<file path="config.mk">
export PLATFORM = sky130hd
export DESIGN_NAME = md_issue_ctrl
export DESIGN_NICKNAME = d
export VERILOG_FILES = /design/src/rtl/md_issue_ctrl.sv
export SDC_FILE = /design/constraint.sdc
export NUM_CORES = 1
export LEC_CHECK = 0
export CAP_MARGIN = 20
export CORE_AREA = 2 2 131 133
export DETAILED_ROUTE_END_ITERATION = 8
export DIE_AREA = 0 0 133 135
export MAX_ROUTING_LAYER = met4
export PLACE_DENSITY = 0.7
export SYNTH_ARGS = -nofsm -noshare
export SYNTH_HDL_FRONTEND = slang
export SYNTH_SLANG_ARGS = --single-unit
</file>
<file path="constraint.sdc">
create_clock -name clk -period 3.2 [get_ports clk]
set_clock_uncertainty 0.15 [all_clocks]
set_input_delay 0.48 -clock clk [delete_from_list [all_inputs] [get_ports clk]]
set_output_delay 0.48 -clock clk [all_outputs]
set_load 0.01 [all_outputs]
</file>
<file path="src/rtl/md_issue_ctrl.sv">
// Initiator side of the HI/LO multiply-divide unit interface: request decode, shadow busy timer,
// D-stage stall, protocol-mismatch flag and performance counters.
module md_issue_ctrl #(
    parameter int unsigned MUL_LAT = 5,
    parameter int unsigned DIV_LAT = 10
) (
    input  logic        clk,
    input  logic        reset,
    input  logic [3:0]  d_md_type,
    input  logic [3:0]  e_md_type,
    input  logic [31:0] e_rs,
    input  logic [31:0] e_rt,
    input  logic        md_busy,
    input  logic [31:0] md_hi,
    input  logic [31:0] md_lo,
    output logic        md_start,
    output logic [3:0]  md_op,
    output logic [31:0] md_d1,
    output logic [31:0] md_d2,
    output logic [1:0]  md_we,
    output logic [31:0] md_wd,
    output logic [31:0] mf_data,
    output logic        stall_d,
    output logic        proto_err,
    output logic [31:0] issue_cnt,
    output logic [31:0] stall_cnt
);

    localparam logic [3:0] MULT_OP  = 4'd1;
    localparam logic [3:0] MULTU_OP = 4'd2;
    localparam logic [3:0] DIV_OP   = 4'd3;
    localparam logic [3:0] DIVU_OP  = 4'd4;

    typedef enum logic [1:0] {StIdle, StBusyMul, StBusyDiv} state_t;

    state_t     state_q, state_d;
    logic [7:0] cnt_q, cnt_d;
    logic       busy;
    logic       armed_q;
    logic       d_is_md;

    always_comb begin
        md_start = 1'b0;
        md_op    = 4'd0;
        md_we    = 2'b00;
        mf_data  = 32'd0;
        case (e_md_type)
            4'd1: begin md_start = 1'b1; md_op = MULT_OP;  end
            4'd2: begin md_start = 1'b1; md_op = MULTU_OP; end
            4'd3: begin md_start = 1'b1; md_op = DIV_OP;   end
            4'd4: begin md_start = 1'b1; md_op = DIVU_OP;  end
            4'd5: mf_data = md_hi;
            4'd6: mf_data = md_lo;
            4'd7: md_we = 2'b01;
            4'd8: md_we = 2'b11;
            default: ;
        endcase
    end

    assign md_d1 = e_rs;
    assign md_d2 = e_rt;
    assign md_wd = e_rs;

    assign busy    = (state_q != StIdle);
    assign d_is_md = (d_md_type >= 4'd1) && (d_md_type <= 4'd8);
    // md_start covers the issue cycle, before the MDU has raised busy.
    assign stall_d = d_is_md && (busy || md_start);

    always_comb begin
        state_d = state_q;
        cnt_d   = cnt_q;
        case (state_q)
            StIdle: begin
                if (md_start) begin
                    if (md_op == MULT_OP || md_op == MULTU_OP) begin
                        state_d = StBusyMul;
                        cnt_d   = 8'(MUL_LAT);
                    end else begin
                        state_d = StBusyDiv;
                        cnt_d   = 8'(DIV_LAT);
                    end
                end
            end
            StBusyMul, StBusyDiv: begin
                if (cnt_q == 8'd1) begin
                    state_d = StIdle;
                    cnt_d   = 8'd0;
                end else begin
                    cnt_d = cnt_q - 8'd1;
                end
            end
            default: begin
                state_d = StIdle;
                cnt_d   = 8'd0;
            end
        endcase
    end

    always_ff @(posedge clk) begin
        if (reset) begin
            state_q   <= StIdle;
            cnt_q     <= 8'd0;
            armed_q   <= 1'b0;
            proto_err <= 1'b0;
            issue_cnt <= 32'd0;
            stall_cnt <= 32'd0;
        end else begin
            state_q <= state_d;
            cnt_q   <= cnt_d;
            armed_q <= 1'b1;
            // The first cycle out of reset is exempt while the MDU settles.
            if ((armed_q && (md_busy != busy)) || (busy && md_start)) begin
                proto_err <= 1'b1;
            end
            if (md_start || md_we[0]) begin
                issue_cnt <= issue_cnt + 32'd1;
            end
            if (stall_d) begin
                stall_cnt <= stall_cnt + 32'd1;
            end
        end
    end

endmodule
</file>
==> results of run 1 <==
-- path summary, 6_finish.rpt --
check                             startpoint                         end  cells past startpoint
setup / recovery                e_md_type[0]                    md_start                      5
hold / removal    issue_cnt[31]$_SDFFE_PP0P_  issue_cnt[31]$_SDFFE_PP0P_                      2
setup reg to reg   issue_cnt[3]$_SDFFE_PP0P_  issue_cnt[30]$_SDFFE_PP0P_                      5
hold reg to reg   issue_cnt[31]$_SDFFE_PP0P_  issue_cnt[31]$_SDFFE_PP0P_                      2
-- cells by family after synthesis --
| group | count (synthesis) |
|---|---|
| AND/OR/NAND/NOR | 201 |
| flip-flops | 76 |
| adder cells (fa/ha/maj) | 6 |
| AO/OA/AOI/OAI | 144 |
| buffers and inverters | 147 |
| other | 1 |
| XOR/XNOR | 32 |
| multiplexers | 2 |
-- power breakdown --
| group | leakage [nW] | internal, mW | switching [mW] |
|---|---|---|---|
| sequential | 0.614 | 0.984 | 0.0411 |
| combinational | 1.51 | 0.271 | 0.273 |
| clock | 0.133 | 0.560 | 0.398 |
| total | 2.25 | 1.81 | 0.712 |
-- cells in the mapped netlist (all sizes together), types with 6 or more instances --
cell     instances  area share (%)
dfxtp           76              31
a22o            32             5.6
and3             6            0.78
o31ai           11             1.7
nor2            51             3.8
buf            110              16
nand2           31             2.4
nor4             8             1.4
xor2            28             4.9
nand3           22             2.5
or4             13             2.0
ha               6             1.5
or3             20             2.5
o211ai           6            0.90
inv             20             1.5
a21oi           34             3.4
nor3            13             1.3
nand4           21             3.2
o21ai           32             3.5
o2111ai          8             1.4
clkbuf          16             1.4
-- state kept, by name, summed over array words and instances (netlist names) --
signal,flops
proto_err,1
state_q,2
issue_cnt,32
cnt_q,8
stall_cnt,32
armed_q,1
-- metal layers --
metal | share of wire, % | wire (um)
met5 | 0 | 0
met4 | 3.4 | 523
met3 | 5.8 | 882
met2 | 54 | 8200
met1 | 37 | 5670
-- critical path, stage by stage --
cell                              delay [ns]
sky130_fd_sc_hd__clkdlybuf4s50_1        0.44
sky130_fd_sc_hd__buf_4                  0.19
sky130_fd_sc_hd__or3b_4                 0.42
sky130_fd_sc_hd__a21oi_1                0.28
sky130_fd_sc_hd__clkdlybuf4s50_1        0.60
-- per-stage QoR --
step / utilization (%) / cells / setup slack [ns] / hold slack [ns]
3_3_place_gp: 38.6 / 902 / 0.129 / 0.320
3_5_place_dp: 38.6 / 902 / 0.139 / 0.326
2_1_floorplan: - / 609 / 0.814 / 0.302
5_1_grt: 40.3 / 917 / 0.0976 / 0.371
4_1_cts: 40.3 / 917 / 0.136 / 0.342
6_report: 40.3 / 917 / 0.154 / 0.336
-- area by class of cell --
cell class | instances | area (um^2) | share of cell area (%)
sequential | 76 | 1520 | 23.0
clock inverter | 4 | 25.0 | 0.378
timing repair buffer | 200 | 1940 | 29.3
multi-input combinational | 386 | 2520 | 38.2
inverter | 20 | 75.1 | 1.13
clock buffer | 11 | 253 | 3.82
tap | 220 | 275 | 4.16
==> flow_metrics.env, run 1 <==
export IMPL_fin_setup_tns_ns=0
export IMPL_dieWidth_um=133
export IMPL_rows=47
export IMPL_grt_overflow_total=0
export IMPL_crit_path_start_kind="primary input"
export IMPL_cts_bufs_inserted=9
export IMPL_async_flop_share_pct=0
export IMPL_power_total_mw=2.53
export IMPL_ioPinCount=340
export IMPL_drive_gt1_share_pct=8.03
export IMPL_fillers=1634
export IMPL_synth_yosys_seq_area_share_pct=30.5
export IMPL_grt_setup_unrepaired="no"
export IMPL_cp_data_arrival_time_ns=2.42
export IMPL_worst_slew_pin_transition_ns=0.845
export IMPL_number_of_global_route_vias_before_repair=4456
export IMPL_synth_simple_area_share_pct=22.5
export IMPL_clk_insertion_delay_late_ns=0.34
export IMPL_routabilityCongestion=0.848
export IMPL_final_min_period_over_clock_period_pct=95.2
export IMPL_die_height_um=135
export IMPL_worstPathMaxFanout=9
export IMPL_crit_path_end_kind="primary output"
export IMPL_critical_path_class="in2out"
export IMPL_static_leakage_power_nw=2.25
export IMPL_fin_nets=838
export IMPL_via_per_inst=5.06
export IMPL_placedInstanceArea_um2=6340
export IMPL_synth_xor_area_share_pct=5.62
export IMPL_clock_path_buffers=2
export IMPL_largest_net_degree_at_the_start_of_global_routing=45
export IMPL_drt_first_pass_iters=4
export IMPL_number_of_antenna_violations_at_the_first_check_in_global_routing=0
export IMPL_routed_wire_length_per_instance_um=16.7
export IMPL_dr_total_vias=4636
export IMPL_most_frequent_standard_cell_in_the_layout_excluding_fill_and_tap_cells="sky130_fd_sc_hd__clkdlybuf4s50_1"
export IMPL_antenna_cells=0
export IMPL_clkTransAtPathRegs_ns=0.05
export IMPL_cts_hold_buf=0
export IMPL_worstPathRequired_ns=2.57
export IMPL_postSynthRegisterBits=76
export IMPL_met2_usage_pct=32.1
export IMPL_final_area_um2=6620
export IMPL_postCtsSetupBuffers=0
export IMPL_cts_sinks=76
export IMPL_final_max_slew_violation_count=0
export IMPL_areaGrowthSynthToFinish_pct=32.7
export IMPL_detail_route_antenna_nets=0
export IMPL_ir_worst_vdd_uv=253
export IMPL_grt_first_pass_wirelength_um=24100
export IMPL_synth_cells=609
export IMPL_post_synth_cell_area_avg_um2=8.19
export IMPL_detailed_place_hpwl_um=12100
export IMPL_drtIter0Drc=298
export IMPL_worst_slew_margin_rel_pct=43.6
export IMPL_timing_hold_worst_class="reg2reg"
export IMPL_rrSetupSlack_ns=0.81
export IMPL_synth_warning_count=0
export IMPL_use_met3_pct=4.28
export IMPL_dominant_combinational_cell_family_by_area_after_synthesis="simple AND/OR/NAND/NOR gates"
export IMPL_synth_mux_area_share_pct=0.427
export IMPL_outcome="complete, no violations"
export IMPL_cts_max_level=3
export IMPL_power_per_cell_area_nw_per_um2=382
export IMPL_final_cell_mix="177 x sky130_fd_sc_hd__clkdlybuf4s50_1, 76 x sky130_fd_sc_hd__dfxtp_1, 51 x sky130_fd_sc_hd__nor2_1, 34 x sky130_fd_sc_hd__a21oi_1, 32 x sky130_fd_sc_hd__a22o_1"
export IMPL_shortest_clock_period_the_worst_path_allows_after_layout_ns=3.05
export IMPL_max_freq_ghz=0.328
export IMPL_use_met1_pct=18.2
export IMPL_grt_busiest_layer="met2"
export IMPL_clock_root_buffer="sky130_fd_sc_hd__clkbuf_16"
export IMPL_max_cap_violations=0
export IMPL_drt_drc_violations_left=0
export IMPL_cts_tree="built"
export IMPL_syn_cell_area_um2=4980
export IMPL_global_route_usage_total_pct=17.6
export IMPL_synth_enable_flop_cells=0
export IMPL_ys_dominant_reg_cell="sky130_fd_sc_hd__dfxtp_1"
export IMPL_post_synth_fa_ha_maj_area_fraction_pct=1.51
export IMPL_cts_resized=0
export IMPL_place_port_buffers=178
export IMPL_netlist_cell_type_count=62
export IMPL_report_final_setup_viol=0
export IMPL_initial_core_util_pct=30.4
export IMPL_finalWirelength_um=15300
export IMPL_postSynthNetCount=754
export IMPL_final_hold_violation_count=0
export IMPL_placeableCoreArea_um2=16400
export IMPL_synth_compound_area_share_pct=20.0
export IMPL_dieArea_um2=18000
Power figures use the tool's default switching activity.
==> inputs of run 2 (changes only) <==
Clock period 3.2 ns to 3.8 ns, I/O delays scaled along.
==> run 2 against run 1 <==
Compared with the run above: cell count decreased by 1.4%; worst hold slack improved by 0.0033 ns; final area decreased by 0.98%; sequential share of layout area increased by 0.23 points; largest power group is now the clock network; utilization decreased by 0.40 points; total power decreased by 12%; clock power decreased by 2.8%; clock-buffer cell count unchanged; setup slack improved by 0.13 ns; critical path depth increased by 1; critical endpoint is now mf_data[4]; highest routed layer unchanged.
==> flow_metrics.env, run 2 (synthesis results as in run 1) <==
export IMPL_fin_nets=824
export IMPL_drt_drc_violations_left=0
export IMPL_worstPathMaxFanout=32
export IMPL_grt_overflow_total=0
export IMPL_finalWirelength_um=15500
export IMPL_power_per_cell_area_nw_per_um2=341
export IMPL_antenna_cells=0
export IMPL_rows=47
export IMPL_postCtsSetupBuffers=0
export IMPL_dr_total_vias=4636
export IMPL_clk_insertion_delay_late_ns=0.34
export IMPL_worstPathRequired_ns=3.08
export IMPL_use_met1_pct=18.5
export IMPL_max_freq_ghz=0.285
export IMPL_shortest_clock_period_the_worst_path_allows_after_layout_ns=3.51
export IMPL_worst_slew_margin_rel_pct=49.7
export IMPL_initial_core_util_pct=30.4
export IMPL_intPower_mw=1.62
export IMPL_via_per_inst=5.13
export IMPL_dieWidth_um=133
export IMPL_critical_path_class="in2out"
export IMPL_numPlacedInstances=888
export IMPL_final_hold_violation_count=0
export IMPL_p_comb_share_pct=19.8
export IMPL_routed_wire_length_per_instance_um=17.2
export IMPL_seq_power_share_pct=38.6
export IMPL_max_cap_violations=0
export IMPL_outcome="complete, no violations"
export IMPL_worst_slew_pin_transition_ns=0.754
export IMPL_placeableCoreArea_um2=16400
export IMPL_rrSetupSlack_ns=1.36
export IMPL_number_of_global_route_vias_before_repair=4320
export IMPL_drt_first_pass_iters=5
export IMPL_drive_gt1_share_pct=5.99
export IMPL_dieArea_um2=18000
export IMPL_detail_route_antenna_nets=0
export IMPL_final_cell_mix="177 x sky130_fd_sc_hd__clkdlybuf4s50_1, 76 x sky130_fd_sc_hd__dfxtp_1, 51 x sky130_fd_sc_hd__nor2_1, 34 x sky130_fd_sc_hd__a21oi_1, 32 x sky130_fd_sc_hd__a22o_1"
export IMPL_grt_setup_unrepaired="no"
export IMPL_clockPowerShare_pct=41.6
export IMPL_drtIter0Drc=255
export IMPL_routabilityCongestion=0.865
export IMPL_largest_net_degree_at_the_start_of_global_routing=42
export IMPL_clkTransAtPathRegs_ns=0.06
export IMPL_clock_path_buffers=2
export IMPL_ioPinCount=340
export IMPL_cts_hold_buf=0
export IMPL_clock_root_buffer="sky130_fd_sc_hd__clkbuf_16"
export IMPL_timing_hold_worst_class="reg2reg"
export IMPL_crit_path_start_kind="primary input"
export IMPL_cts_tree="built"
export IMPL_static_leakage_power_nw=2.20
export IMPL_met2_usage_pct=31.5
export IMPL_global_route_usage_total_pct=17.4
export IMPL_switching_share_pct=27.5
export IMPL_cts_resized=0
export IMPL_use_met3_pct=3.15
export IMPL_final_instance_count_excl_fill=904
export IMPL_ir_worst_vdd_uv=202
export IMPL_number_of_antenna_violations_at_the_first_check_in_global_routing=0
export IMPL_most_frequent_standard_cell_in_the_layout_excluding_fill_and_tap_cells="sky130_fd_sc_hd__clkdlybuf4s50_1"
export IMPL_grt_first_pass_wirelength_um=23600
export IMPL_cp_data_arrival_time_ns=2.79
export IMPL_power_total_mw=2.24
export IMPL_post_route_util_pct=39.9
export IMPL_report_final_setup_viol=0
export IMPL_crit_path_end_kind="primary output"
export IMPL_fillers=1637
export IMPL_top_flop_regs="issue_cnt (32), stall_cnt (32), cnt_q (8)"
export IMPL_final_min_period_over_clock_period_pct=92.4
export IMPL_final_max_slew_violation_count=0
export IMPL_cts_bufs_inserted=9
export IMPL_cts_max_level=3
export IMPL_die_height_um=135
export IMPL_worst_hold_slack_ns=0.340
export IMPL_fin_setup_tns_ns=0
export IMPL_place_port_buffers=178
export IMPL_detailed_place_hpwl_um=12100
export IMPL_grt_busiest_layer="met2"
export IMPL_areaGrowthSynthToFinish_pct=31.4
export IMPL_netSwitchingPower_uw=614
export IMPL_cts_sinks=76
run 2: worst paths after layout:
path                                   start                         end  cells past startpoint
setup / recovery                e_md_type[0]                  mf_data[4]                      6
hold / removal    issue_cnt[31]$_SDFFE_PP0P_  issue_cnt[31]$_SDFFE_PP0P_                      2
setup reg to reg     state_q[0]$_SDFFE_PP0P_  stall_cnt[28]$_SDFFE_PP0P_                      7
hold reg to reg   issue_cnt[31]$_SDFFE_PP0P_  issue_cnt[31]$_SDFFE_PP0P_                      2
run 2: final cells by class:
cell class,count,area [um^2],share of cell area [%]
Clock buffer,11,233,3.55
Clock inverter,5,85.1,1.30
Inverter,20,75.1,1.15
Multi-Input combinational cell,386,2520,38.5
Sequential cell,76,1520,23.2
Tap cell,220,275,4.20
Timing Repair Buffer,186,1840,28.0
run 2: power groups by stage:
stage          Combinational (mW)  Sequential (mW)  Clock (mW)
3_5_place_dp                0.442            0.880           0
2_1_floorplan               0.347            0.875           0
3_3_place_gp                0.441            0.880           0
6_report                    0.442            0.862       0.931
4_1_cts                     0.445            0.862       0.950
5_1_grt                     0.487            0.867       0.978
run 2: metal layers:
metal  up-vias  wire [um]
li1       2236          -
met1      2172       5920
met2       188       8250
met3        40        839
met4         0        507
met5         -          0
run 2: worst max-delay path, cell delays in order:
cell,delay (ns)
sky130_fd_sc_hd__clkdlybuf4s50_1,0.71
sky130_fd_sc_hd__inv_1,0.12
sky130_fd_sc_hd__nor3_2,0.19
sky130_fd_sc_hd__buf_4,0.34
sky130_fd_sc_hd__a22o_1,0.27
sky130_fd_sc_hd__clkdlybuf4s50_1,0.58
run 2: stage by stage:
| step | worst slack, ns | cell area (um^2) |
|---|---|---|
| global placement | 0.319 | 6230 |
| finish | 0.287 | 6550 |
| global route | 0.161 | 6550 |
| floorplan | 1.23 | 4980 |
| detailed placement | 0.277 | 6230 |
| CTS | 0.277 | 6550 |
==> RTL change 1 (settings of run 1) <==
Reset style: asynchronous (`reset`), changed in one clocked block.
--- a/src/rtl/md_issue_ctrl.sv
+++ b/src/rtl/md_issue_ctrl.sv
@@ -98,3 +98,3 @@
 
-    always_ff @(posedge clk) begin
+    always_ff @(posedge clk or posedge reset) begin
         if (reset) begin
Behaviour: differs if reset is asserted again (counterexample within 4 cycles, from zero or initial values and one cycle with reset high); with reset held inactive, the same outputs for 4 cycles.
==> RTL change 1 against run 1 <==
- first-iteration DRC count shrank 46%
- hold slack lost 0.016 ns
- synthesized area shrank 3.5%
- setup slack lost 0.041 ns
- die area is the same
- total power grew 35%
- sequential cell count is the same
- routed wire length shrank 11%
- core utilization shrank 0.38 points
- critical path depth grew 2
- sequential share of layout area grew 6.0 points
- final cell count shrank 12%
- count of clock-buffer cells in the layout grew 1
- highest routed layer unchanged
- final area shrank 0.95%
==> RTL change 1: results (changes against run 1) <==
outcome -> complete, no violations
number of DRC markers in iteration 0 -> 161 (-46%)
GP Congestion -> 0.783 (-7.7%)
Synth Instances -> 491 (-19%)
Hold Path End -> stall_cnt[31]
layout cells sized above 1 -> 8.31% (+0.27 points)
hold path startpoint -> stall_cnt[31]
pre-CTS setup slack -> 0.0743 ns (-0.0644 ns)
slowest cell delay on critical path -> 0.56 ns (-0.04 ns)
placed inst area -> 6230 um2 (-1.7%)
final wirelength -> 13.5 mm (-11%)
Arr. time, crit path -> 2.46 ns (+0.04 ns)
worst vdd ir -> 0.000268 V (+5.8%)
first-pass GRT wire length -> 20.7 mm (-14%)
beginning of the critical path -> e_md_type[2]
xor/xnor share of the synthesized area -> 11.7% (+6.0 points)
Lkg Pwr -> 0.00270 uW (+20%)
Hold Slack -> 0.320 ns (-0.0161 ns)
flop2flop setup slack -> 0.83 ns (+0.02 ns)
post-synthesis net count -> 636 (-16%)
multiplexer area fraction after synthesis -> 0.468% (+0.042 points)
Hold Path Depth -> 1 (-1)
hpwl dp -> 11.0 mm (-9.4%)
synth top area cells -> dfrtp_1 (40%), buf_4 (15%), xnor2_1 (8.2%)
R2R depth -> 6 (+1)
dpl cells -> 794 (-12%)
CP max FO -> 26 (+17)
relative slew slack -> 43.9% (+0.24 points)
[RTL change 1: metal layers]
metal	routed length (um)	global-route usage [%]	vias to the layer above
met3	889	3.79	42
met4	482	8.48	0
met1	5220	17.1	1766
met5	0	-	-
met2	6930	25.4	183
li1	-	-	1805
[RTL change 1: where the power goes]
part / internal, uW / switching, uW
sequential: 1110 / 180
combinational: 547 / 510
clock: 703 / 374
[RTL change 1: cell families after synthesis]
family | count (synthesis)
other | 2
AOI/OAI and AO/OA | 70
and+or+nand+nor | 144
muxes | 2
adders and majority gates | 6
DFF | 76
buffers and inverters | 127
xor gates and xnor gates | 64
[RTL change 1: layout make-up]
class | count | area [um2]
clock inverter | 4 | 72.6
inverter | 15 | 56.3
fill | 1610 | 9850
sequential | 76 | 1900
timing repair buffer | 195 | 1950
clock buffer | 12 | 246
tap | 220 | 275
multi-input combinational | 288 | 2050
==> RTL change 2 (flow settings as in run 1) <==
Made on the original files. Change the parameter `DIV_LAT` from 10 to 5.
--- a/src/rtl/md_issue_ctrl.sv
+++ b/src/rtl/md_issue_ctrl.sv
@@ -4,3 +4,3 @@
     parameter int unsigned MUL_LAT = 5,
-    parameter int unsigned DIV_LAT = 10
+    parameter int unsigned DIV_LAT = 5
 ) (
Behaviour: same outputs for any inputs over 4 cycles, from zero or initial values and one cycle with reset high; that may be too few to reach the edited logic, so the function may still have changed.
==> RTL change 2 against run 1 <==
- final area decreased by 2.0%
- die area unchanged
- non-clock buffer count decreased by 3
- synthesized cell count decreased by 3.4%
- synthesized area decreased by 4.0%
- maximum frequency decreased by 2.3%
- routed wire length decreased by 7.1%
- hold slack about the same
- first-iteration DRC count decreased by 12%
- total power decreased by 5.8%
- sequential cell count unchanged
- setup slack got worse by 0.073 ns
- largest power group is now clock
==> RTL change 2: results (changes against run 1) <==
largest net degree at the start of global routing -> 50 (+11%)
Layout Nets -> 819 (-2.3%)
sequential cell area fraction in the yosys report -> 31.8% (+1.3 points)
slowest cell delay on critical path -> 0.59 ns
Switch Pwr -> 607 uW (-15%)
Lkg Pwr -> 0.00221 uW (-1.8%)
asr flop ratio synth -> 0% (unchanged)
TritonCTS buffer count -> 9 (unchanged)
outcome -> complete, no violations
insertion delay to the later sink of the worst-skew pair -> 0.34 ns (about the same)
number of global-route vias before repair -> 4006 (-10%)
layout cells sized above 1 -> 6.92% (-1.1 points)
met1 Usage GRT -> 17.4% (-0.75 points)
antenna cells -> 0 (unchanged)
Setup Fix Bufs, Post-CTS -> 0 (unchanged)
synth top area cells -> dfxtp_1 (32%), buf_4 (15%), a22o_1 (5.9%)
Met3 Routed Length -> 811 um (-8.0%)
Least-Margin Pin Slew -> 0.623 ns (-0.222 ns)
pre-CTS setup slack -> 0.0318 ns (-0.107 ns)
via count -> 4400 (-5.1%)
first-pass GRT wire length -> 21.6 mm (-10%)
met3 usage -> 3.87% (-0.41 points)
GP Congestion -> 0.795 (-6.3%)
delay-heaviest family, CP -> buffers and inverters
CTS Buffer Depth -> 2 (unchanged)
# H-tree levels -> 3 (unchanged)
DR pass1 iterations -> 5 (+1)
Yosys warnings -> 0 (unchanged)
number of distinct library cells after synthesis -> 52 (-16%)
Final ANT Viol Nets -> 0 (unchanged)
worst vdd ir -> 0.000204 V (-20%)
GRT Util Overall -> 16.0% (-1.6 points)
Arr. time, crit path -> 2.49 ns (+0.07 ns)
number of DRC markers in iteration 0 -> 263 (-12%)
clock transition at the registers of the reported paths -> 0.06 ns
initial antenna violation count -> 0 (unchanged)
M1 wire length -> 5.64 mm (-0.51%)
Commonest cells post-synth -> buf_4 (97), dfxtp_1 (76), nor2_1 (52)
Routed wire per std cell -> 15.8 um (-5.3%)
met2 WL -> 7.33 mm (-11%)
post-synthesis net count -> 733 (-2.8%)
placed inst area -> 6180 um2 (-2.5%)
Hold Path Depth -> 2 (unchanged)
# fillers -> 1656 (+1.3%)
hpwl dp -> 11.2 mm (-7.3%)
met2 GRT Util -> 27.5% (-4.6 points)
Worst Hold Class -> reg -> reg
DR top layer -> met4
fin. max-slew vios -> 0 (unchanged)
largest registers -> issue_cnt x32, stall_cnt x32, cnt_q x8
CP max FO -> 32 (+23)
==> RTL change 2: cells by family (layout without fill, tap and decap cells) <==
| logic type | after synthesis | count (layout) | synth area share [%] |
|---|---|---|---|
| other | 1 | 1 | 0.0784 |
| multiplexers | 1 | 1 | 0.209 |
| AND/OR/NAND/NOR | 199 | 199 | 22.5 |
| XOR/XNOR | 34 | 34 | 6.22 |
| flip-flops | 76 | 76 | 31.8 |
| adder cells (fa/ha/maj) | 6 | 6 | 1.57 |
| AO/OA/AOI/OAI | 133 | 133 | 18.8 |
| buffers and inverters | 138 | 229 | 18.8 |
==> RTL change 2: through the flow <==
step                      total power [uW]  cells
after floorplan                       1290    588
after global placement                1370    883
after detailed placement              1370    883
after CTS                             2410    899
after global routing                  2470    899
final                                 2380    899
==> RTL change 2: worst paths after layout <==
check | slack, ns | from | endpoint
worst max register to register | 0.88 | issue_cnt[3] | issue_cnt[26]
worst max-delay path | 0.08 | e_md_type[1] | mf_data[28]
worst min-delay path | 0.34 | issue_cnt[1] | issue_cnt[1]
worst min register to register | 0.34 | issue_cnt[1] | issue_cnt[1]
==> RTL change 2: area by class of cell <==
cell class / instances / area (um2) / area share (%)
multi-input cells: 374 / 2360 / 36.5
repair buffers: 197 / 1960 / 30.2
flip-flops and latches: 76 / 1520 / 23.5
well taps: 220 / 275 / 4.25
clock buffers: 9 / 225 / 3.47
clock inverters: 7 / 75.1 / 1.16
inverters: 16 / 60.1 / 0.927
==> RTL change 2: power by group through the flow <==
stage	Sequential [uW]	Combinational, uW	Clock, uW
global route	990	389	1100
CTS	987	364	1060
finish	987	360	1030
global placement	1010	360	0
detailed placement	1010	363	0
floorplan	1010	284	0
==> RTL change 2: repair_timing <==
item                       4_1_cts  5_1_grt
setup endpoints to repair        0        1
gates resized for setup          0        1
hold buffers                     0        0
